[src/rtl/ws2812_rx.sv]
// ws2812_rx: WS2812B (NeoPixel) single-wire receiver.
// Synchronises the serial line and classifies each high pulse by its width as a 0 or a 1.
// Bits are assembled MSB-first into GRB pixels, and each pixel is strobed out with its LED index.
// A long low gap ends the frame and reports how many pixels were received.
module ws2812_rx #(
  parameter int NUM_LEDS     = 8,
  parameter int SYSTEM_CLOCK = 50_000_000
) (
  input  logic                        clk_i,
  input  logic                        reset_ni,
  input  logic                        di_i,
  output logic                        pixel_valid_o,
  output logic [$clog2(NUM_LEDS)-1:0] address_o,
  output logic [7:0]                  red_o,
  output logic [7:0]                  green_o,
  output logic [7:0]                  blue_o,
  output logic                        frame_done_o,
  output logic [$clog2(NUM_LEDS):0]   led_count_o,
  output logic                        err_o,
  output logic [1:0]                  err_code_o,
  output logic                        busy_o
);

  localparam int IDX_W         = $clog2(NUM_LEDS);
  localparam int CNT_W         = IDX_W + 1;
  localparam int CYCLE_COUNT   = (SYSTEM_CLOCK / 800_000) - 3;
  localparam int THRESH_CYCLES = (CYCLE_COUNT * 48) / 100;
  localparam int MAX_HIGH      = 2 * CYCLE_COUNT;
  localparam int RESET_DETECT  = SYSTEM_CLOCK / 20_000;
  localparam int HC_W          = $clog2(MAX_HIGH + 1);
  localparam int LC_W          = $clog2(RESET_DETECT + 1);

  localparam logic [HC_W-1:0]  THRESH_C   = HC_W'(THRESH_CYCLES);
  localparam logic [HC_W-1:0]  MAX_HIGH_C = HC_W'(MAX_HIGH);
  localparam logic [LC_W-1:0]  RESET_C    = LC_W'(RESET_DETECT);
  localparam logic [CNT_W-1:0] NUM_LEDS_C = CNT_W'(NUM_LEDS);

  localparam logic [1:0] ERR_LONG_HIGH = 2'd1;
  localparam logic [1:0] ERR_PARTIAL   = 2'd2;
  localparam logic [1:0] ERR_OVERFLOW  = 2'd3;

  typedef enum logic [1:0] {
    ST_SYNC,
    ST_IDLE,
    ST_HIGH,
    ST_LOW
  } state_e;

  logic sync1_q, sync2_q, hist_q;

  state_e            state_q, state_d;
  logic [HC_W-1:0]   high_cnt_q, high_cnt_d;
  logic [LC_W-1:0]   low_cnt_q, low_cnt_d;
  logic [4:0]        bit_cnt_q, bit_cnt_d;
  logic [22:0]       shift_q, shift_d;
  logic [CNT_W-1:0]  pix_idx_q, pix_idx_d;
  logic              ovf_q, ovf_d;
  logic              pixel_valid_q, pixel_valid_d;
  logic [IDX_W-1:0]  address_q, address_d;
  logic [7:0]        red_q, red_d;
  logic [7:0]        green_q, green_d;
  logic [7:0]        blue_q, blue_d;
  logic              frame_done_q, frame_done_d;
  logic [CNT_W-1:0]  led_count_q, led_count_d;
  logic              err_q, err_d;
  logic [1:0]        err_code_q, err_code_d;
  logic              busy_q, busy_d;

  logic              rise, fall;
  logic              bit_val;
  logic [23:0]       new_word;
  logic [HC_W-1:0]   high_inc;
  logic [LC_W-1:0]   low_inc;
  logic              err_long, err_partial, err_overflow;

  // Two-flop synchroniser for the asynchronous line, plus one history flop for edge detection
  always_ff @(posedge clk_i or negedge reset_ni) begin
    if (!reset_ni) begin
      sync1_q <= 1'b0;
      sync2_q <= 1'b0;
      hist_q  <= 1'b0;
    end else begin
      sync1_q <= di_i;
      sync2_q <= sync1_q;
      hist_q  <= sync2_q;
    end
  end

  assign rise     = sync2_q & ~hist_q;
  assign fall     = ~sync2_q & hist_q;
  assign bit_val  = (high_cnt_q >= THRESH_C);
  assign new_word = {shift_q, bit_val};
  assign high_inc = (high_cnt_q >= MAX_HIGH_C) ? high_cnt_q : high_cnt_q + HC_W'(1);
  assign low_inc  = (low_cnt_q >= RESET_C) ? low_cnt_q : low_cnt_q + LC_W'(1);

  // Next-state decode: pulse timing, bit assembly, pixel/frame strobes and error prioritisation
  always_comb begin
    state_d       = state_q;
    high_cnt_d    = high_cnt_q;
    low_cnt_d     = low_cnt_q;
    bit_cnt_d     = bit_cnt_q;
    shift_d       = shift_q;
    pix_idx_d     = pix_idx_q;
    ovf_d         = ovf_q;
    pixel_valid_d = 1'b0;
    address_d     = address_q;
    red_d         = red_q;
    green_d       = green_q;
    blue_d        = blue_q;
    frame_done_d  = 1'b0;
    led_count_d   = led_count_q;
    err_d         = 1'b0;
    err_code_d    = 2'd0;
    err_long      = 1'b0;
    err_partial   = 1'b0;
    err_overflow  = 1'b0;

    unique case (state_q)
      ST_SYNC: begin
        if (sync2_q) begin
          low_cnt_d = '0;
        end else begin
          low_cnt_d = low_inc;
          if (low_inc >= RESET_C) state_d = ST_IDLE;
        end
      end

      ST_IDLE: begin
        if (rise) begin
          state_d    = ST_HIGH;
          high_cnt_d = HC_W'(1);
        end
      end

      ST_HIGH: begin
        if (fall) begin
          shift_d   = new_word[22:0];
          low_cnt_d = LC_W'(1);
          state_d   = ST_LOW;
          if (bit_cnt_q == 5'd23) begin
            bit_cnt_d = '0;
            if (pix_idx_q < NUM_LEDS_C) begin
              pixel_valid_d = 1'b1;
              address_d     = pix_idx_q[IDX_W-1:0];
              green_d       = new_word[23:16];
              red_d         = new_word[15:8];
              blue_d        = new_word[7:0];
              pix_idx_d     = pix_idx_q + CNT_W'(1);
            end else if (!ovf_q) begin
              err_overflow = 1'b1;
              ovf_d        = 1'b1;
            end
          end else begin
            bit_cnt_d = bit_cnt_q + 5'd1;
          end
        end else begin
          high_cnt_d = high_inc;
          if (high_inc >= MAX_HIGH_C) begin
            // A stuck-high line means we have lost framing: drop everything and resynchronise
            err_long  = 1'b1;
            state_d   = ST_SYNC;
            low_cnt_d = '0;
            bit_cnt_d = '0;
            shift_d   = '0;
            pix_idx_d = '0;
            ovf_d     = 1'b0;
          end
        end
      end

      ST_LOW: begin
        if (rise) begin
          state_d    = ST_HIGH;
          high_cnt_d = HC_W'(1);
        end else begin
          low_cnt_d = low_inc;
          if (low_inc >= RESET_C) begin
            // The index never exceeds NUM_LEDS, so it is already min(index, NUM_LEDS)
            frame_done_d = 1'b1;
            led_count_d  = pix_idx_q;
            err_partial  = (bit_cnt_q != 5'd0);
            bit_cnt_d    = '0;
            shift_d      = '0;
            pix_idx_d    = '0;
            ovf_d        = 1'b0;
            state_d      = ST_IDLE;
          end
        end
      end

      default: state_d = ST_SYNC;
    endcase

    if (err_long) begin
      err_d      = 1'b1;
      err_code_d = ERR_LONG_HIGH;
    end else if (err_partial) begin
      err_d      = 1'b1;
      err_code_d = ERR_PARTIAL;
    end else if (err_overflow) begin
      err_d      = 1'b1;
      err_code_d = ERR_OVERFLOW;
    end

    busy_d = (state_d == ST_HIGH) || (state_d == ST_LOW);
  end

  // State, counters and registered outputs; reset lands in SYNC so decoding never starts mid-frame
  always_ff @(posedge clk_i or negedge reset_ni) begin
    if (!reset_ni) begin
      state_q       <= ST_SYNC;
      high_cnt_q    <= '0;
      low_cnt_q     <= '0;
      bit_cnt_q     <= '0;
      shift_q       <= '0;
      pix_idx_q     <= '0;
      ovf_q         <= 1'b0;
      pixel_valid_q <= 1'b0;
      address_q     <= '0;
      red_q         <= '0;
      green_q       <= '0;
      blue_q        <= '0;
      frame_done_q  <= 1'b0;
      led_count_q   <= '0;
      err_q         <= 1'b0;
      err_code_q    <= '0;
      busy_q        <= 1'b0;
    end else begin
      state_q       <= state_d;
      high_cnt_q    <= high_cnt_d;
      low_cnt_q     <= low_cnt_d;
      bit_cnt_q     <= bit_cnt_d;
      shift_q       <= shift_d;
      pix_idx_q     <= pix_idx_d;
      ovf_q         <= ovf_d;
      pixel_valid_q <= pixel_valid_d;
      address_q     <= address_d;
      red_q         <= red_d;
      green_q       <= green_d;
      blue_q        <= blue_d;
      frame_done_q  <= frame_done_d;
      led_count_q   <= led_count_d;
      err_q         <= err_d;
      err_code_q    <= err_code_d;
      busy_q        <= busy_d;
    end
  end

  assign pixel_valid_o = pixel_valid_q;
  assign address_o     = address_q;
  assign red_o         = red_q;
  assign green_o       = green_q;
  assign blue_o        = blue_q;
  assign frame_done_o  = frame_done_q;
  assign led_count_o   = led_count_q;
  assign err_o         = err_q;
  assign err_code_o    = err_code_q;
  assign busy_o        = busy_q;

endmodule

[config.mk]
export PLATFORM = sky130hd
export DESIGN_NAME = ws2812_rx
export DESIGN_NICKNAME = d
export VERILOG_FILES = /design/src/rtl/ws2812_rx.sv
export SDC_FILE = /design/constraint.sdc
export NUM_CORES = 1
export LEC_CHECK = 0
export BUFFER_PORTS_ARGS = -buffer_cell sky130_fd_sc_hd__buf_2
export CAP_MARGIN = 20
export CORE_AREA = 2 2 127 98
export DETAILED_ROUTE_END_ITERATION = 6
export DIE_AREA = 0 0 129 100
export SETUP_SLACK_MARGIN = 0.5
export SKIP_CTS_REPAIR_TIMING = 1
export SLEW_MARGIN = 15
export SYNTH_ARGS = -nofsm -noshare
export SYNTH_HDL_FRONTEND = slang
export SYNTH_SLANG_ARGS = --single-unit
[constraint.sdc]
create_clock -name clk_i -period 3.2 [get_ports clk_i]
set_clock_uncertainty 0.05 [all_clocks]
set_input_delay 0.48 -clock clk_i [delete_from_list [all_inputs] [get_ports clk_i]]
set_output_delay 0.48 -clock clk_i [all_outputs]
set_load 0.01 [all_outputs]
==> results.json <==
{
  "met1_length_mm": 4.95,
  "end_kind": "flop",
  "die_h_um": 100,
  "grt_pass1_vias": 3165,
  "synth-edff-count": 0,
  "syn_area_um2": 4560,
  "outcome": "finished clean",
  "ff_latch_area_um2": 2340,
  "syn_area_per_cell_um2": 10.6,
  "wl_met2_mm": 4.26,
  "worstSetupPathType": "reg -> reg",
  "max_slew_margin": 0.542,
  "synth_mux_area_frac": 0.132,
  "met3_length_um": 301,
  "worstReg2RegEnd": "pix_idx_q[0]$_DFFE_PN0P_",
  "fin_util": 0.448,
  "rows": 35,
  "finalNetCount": 483,
  "clock_latency_ns": 0.34,
  "cp.arrival_ns": 2.80,
  "synth_ff_type": "dfrtp_1",
  "initial_core_util": 0.384,
  "die_w_um": 129,
  "ant_nets": 0,
  "antenna_cells": 0,
  "route.detailed.drc": 0,
  "hpwl_mm": 6.64,
  "grt_max_degree": 49,
  "grt.overflow.total": 0,
  "synth_cells": 429,
  "clock-sinks": 93,
  "antenna_found_initial": 0,
  "period_minus_slack_ns": 2.63,
  "mostFrequentLayoutCells": "dfrtp_1 (86), nand2_1 (41), buf_2 (38)",
  "yosys_warnings": 0,
  "final_common_cell": "dfrtp_1",
  "htreeDepth": 3,
  "rr_startpoint": "low_cnt_q[10]$_DFFE_PN0P_",
  "drive_above_1_share": 0.264,
  "tritoncts": "built",
  "routed_wl_mm": 9.58,
  "r2r_slack_ns": 0.57,
  "vias_per_cell": 5.24,
  "synth_compound_area_frac": 0.145,
  "cts-root-buf": "clkbuf_16",
  "multi_input_area_um2": 2060,
  "synthAdderAreaFrac": 0.0192,
  "cts_buffer_depth": 2,
  "tritoncts.num_buffers": 9,
  "drv_slew": 0,
  "setup_viol": 0,
  "path_clk_slew_ns": 0.07,
  "async_reset_ff_frac": 1.00,
  "port_buffers": 39,
  "vdd_drop_max_uv": 283,
  "drtIter0Drc": 186,
  "drt_first_pass_iters": 4,
  "area_growth_pct": 16.6,
  "required_ns": 3.37,
  "gp_congestion": 0.861,
  "final.setup.tns_ns": 0,
  "tightest_slew_ns": 0.682,
  "p_leak_uw": 0.00261,
  "post-route-period-util": 0.821,
  "hold_ws_ns": 0.0909,
  "core_um2": 11900,
  "synth_nets": 439,
  "num_io_pins": 40,
  "path_max_fanout": 6,
  "hold_viol_final": 0,
  "ys_ff_latch": 93,
  "wl_per_cell_um": 14.9,
  "num_vias": 3369,
  "cellPowerDensity_nw_per_um2": 442,
  "grt.total_usage": 0.157,
  "dr.max_layer_used": "met4",
  "cp-start-kind": "flop",
  "min_path_type": "in -> async",
  "fillerInstances": 1139,
  "yosysSeqAreaShare": 0.510,
  "cap_viol_max_count": 0,
  "fmax_mhz": 381,
  "yosysUniqueCellTypes": 54,
  "synth_top_family_by_area": "compound AO/OA/AOI/OAI gates",
  "reg2reg_depth": 8,
  "dieArea_um2": 12900,
  "rsz0062_at_grt": "no",
  "synth-simple-area-share": 0.139,
  "grt_pass1_wl_mm": 16.0,
  "synthXorXnorAreaFrac": 0.00576
}
synthesized netlist by cell type (2+ instances only):
| master | number | area, µm² |
|---|---|---|
| nor4_2 | 2 | 25.0 |
| a41oi_1 | 3 | 26.3 |
| or2_2 | 2 | 12.5 |
| nor4_4 | 2 | 42.5 |
| and3_1 | 3 | 18.8 |
| buf_2 | 4 | 20.0 |
| mux2i_1 | 24 | 240 |
| xnor2_1 | 2 | 17.5 |
| a21bo_2 | 2 | 20.0 |
| a22o_1 | 6 | 52.6 |
| o22ai_1 | 2 | 12.5 |
| dfrtp_1 | 93 | 2330 |
| nand4_1 | 4 | 25.0 |
| o31ai_1 | 3 | 22.5 |
| nand2b_1 | 7 | 43.8 |
| nor2_1 | 24 | 90.1 |
| a21o_1 | 3 | 22.5 |
| a211oi_1 | 5 | 37.5 |
| buf_6 | 2 | 22.5 |
| and2_1 | 2 | 12.5 |
| nor4_1 | 2 | 12.5 |
| nor2b_1 | 3 | 18.8 |
| mux2_1 | 6 | 67.6 |
| nand3_1 | 9 | 45.0 |
| a21oi_1 | 24 | 120 |
| a31o_2 | 4 | 35.0 |
| and4_1 | 4 | 35.0 |
| inv_1 | 34 | 128 |
| o21a_1 | 6 | 45.0 |
| clkbuf_1 | 15 | 56.3 |
| or3_1 | 2 | 12.5 |
| a31oi_1 | 11 | 68.8 |
| o21bai_1 | 2 | 15.0 |
| nand2_1 | 43 | 161 |
| ha_1 | 7 | 87.6 |
| nor3_1 | 6 | 30.0 |
| o21ai_0 | 13 | 65.1 |
| o221ai_1 | 2 | 17.5 |
| mux2_2 | 26 | 293 |
area by class of cell:
class | count | area share
timing repair buffer | 54 | 0.0598
clock buffer | 10 | 0.0431
clock inverter | 5 | 0.00706
multi-input combinational | 281 | 0.388
inverter | 34 | 0.0240
sequential | 93 | 0.439
tap | 166 | 0.0391
sequential cells by signal, summed over array words and instances (netlist names), 2 cells and up, named ones only:
name and cells:
blue_o 8, shift_q 23, err_code_o 2, high_cnt_q 7
pix_idx_q 4, address_o 3, green_o 8, red_o 8
bit_cnt_q 5, low_cnt_q 12, led_count_o 4
layer usage:
layer | vias up | track usage
li1 | 1613 | -
met1 | 1694 | 0.240
met2 | 54 | 0.220
met3 | 8 | 0.0400
met4 | 0 | 0.0426
met5 | - | 0
report_power, final:
group          switching, µW  total (µW)  internal [µW]
Clock                    445         971            525
Combinational           93.1         148           54.9
Sequential              37.8        1230           1190
Total                    576        2350           1770
per-stage QoR:
step	std cells	area [µm²]	worst slack, ns	power (µW)
floorplan	429	4560	0.660	1330
global placement	622	4940	0.500	1380
detailed placement	622	4940	0.421	1380
CTS	637	5210	0.411	2360
global route	643	5320	0.494	2460
finish	643	5320	0.573	2350
critical path: stages, from the launching register on:
cell and delay (ns):
dfrtp_2 0.44, o21a_4 0.26, or4b_4 0.56, xnor2_1 0.18, nand2_2 0.13, nor4_4 0.27, buf_4 0.18, o21ai_1 0.13
mux2_2 0.31
logic make-up after synthesis:
kind of cell / Yosys count
and+or+nand+nor: 120
muxes: 56
buffers and inverters: 55
AOI/OAI and AO/OA: 95
DFF: 93
adders and majority gates: 7
xor gates and xnor gates: 3
worst max path at each step:
stage          depth (start not counted)                          to                       from  slack [ns]
5_1_grt                                8    pix_idx_q[0]$_DFFE_PN0P_   low_cnt_q[9]$_DFFE_PN0P_        0.49
2_1_floorplan                          9      shift_q[0]$_DFFE_PN0P_   low_cnt_q[6]$_DFFE_PN0P_        0.66
3_5_place_dp                           9      shift_q[4]$_DFFE_PN0P_  high_cnt_q[1]$_DFFE_PN0P_        0.42
4_1_cts                                9     shift_q[20]$_DFFE_PN0P_  high_cnt_q[1]$_DFFE_PN0P_        0.41
6_report                               8    pix_idx_q[0]$_DFFE_PN0P_  low_cnt_q[10]$_DFFE_PN0P_        0.57
3_3_place_gp                           7  led_count_o[1]$_DFFE_PN0P_   low_cnt_q[6]$_DFFE_PN0P_        0.50
No activity file was read; power rests on OpenSTA's default activity.
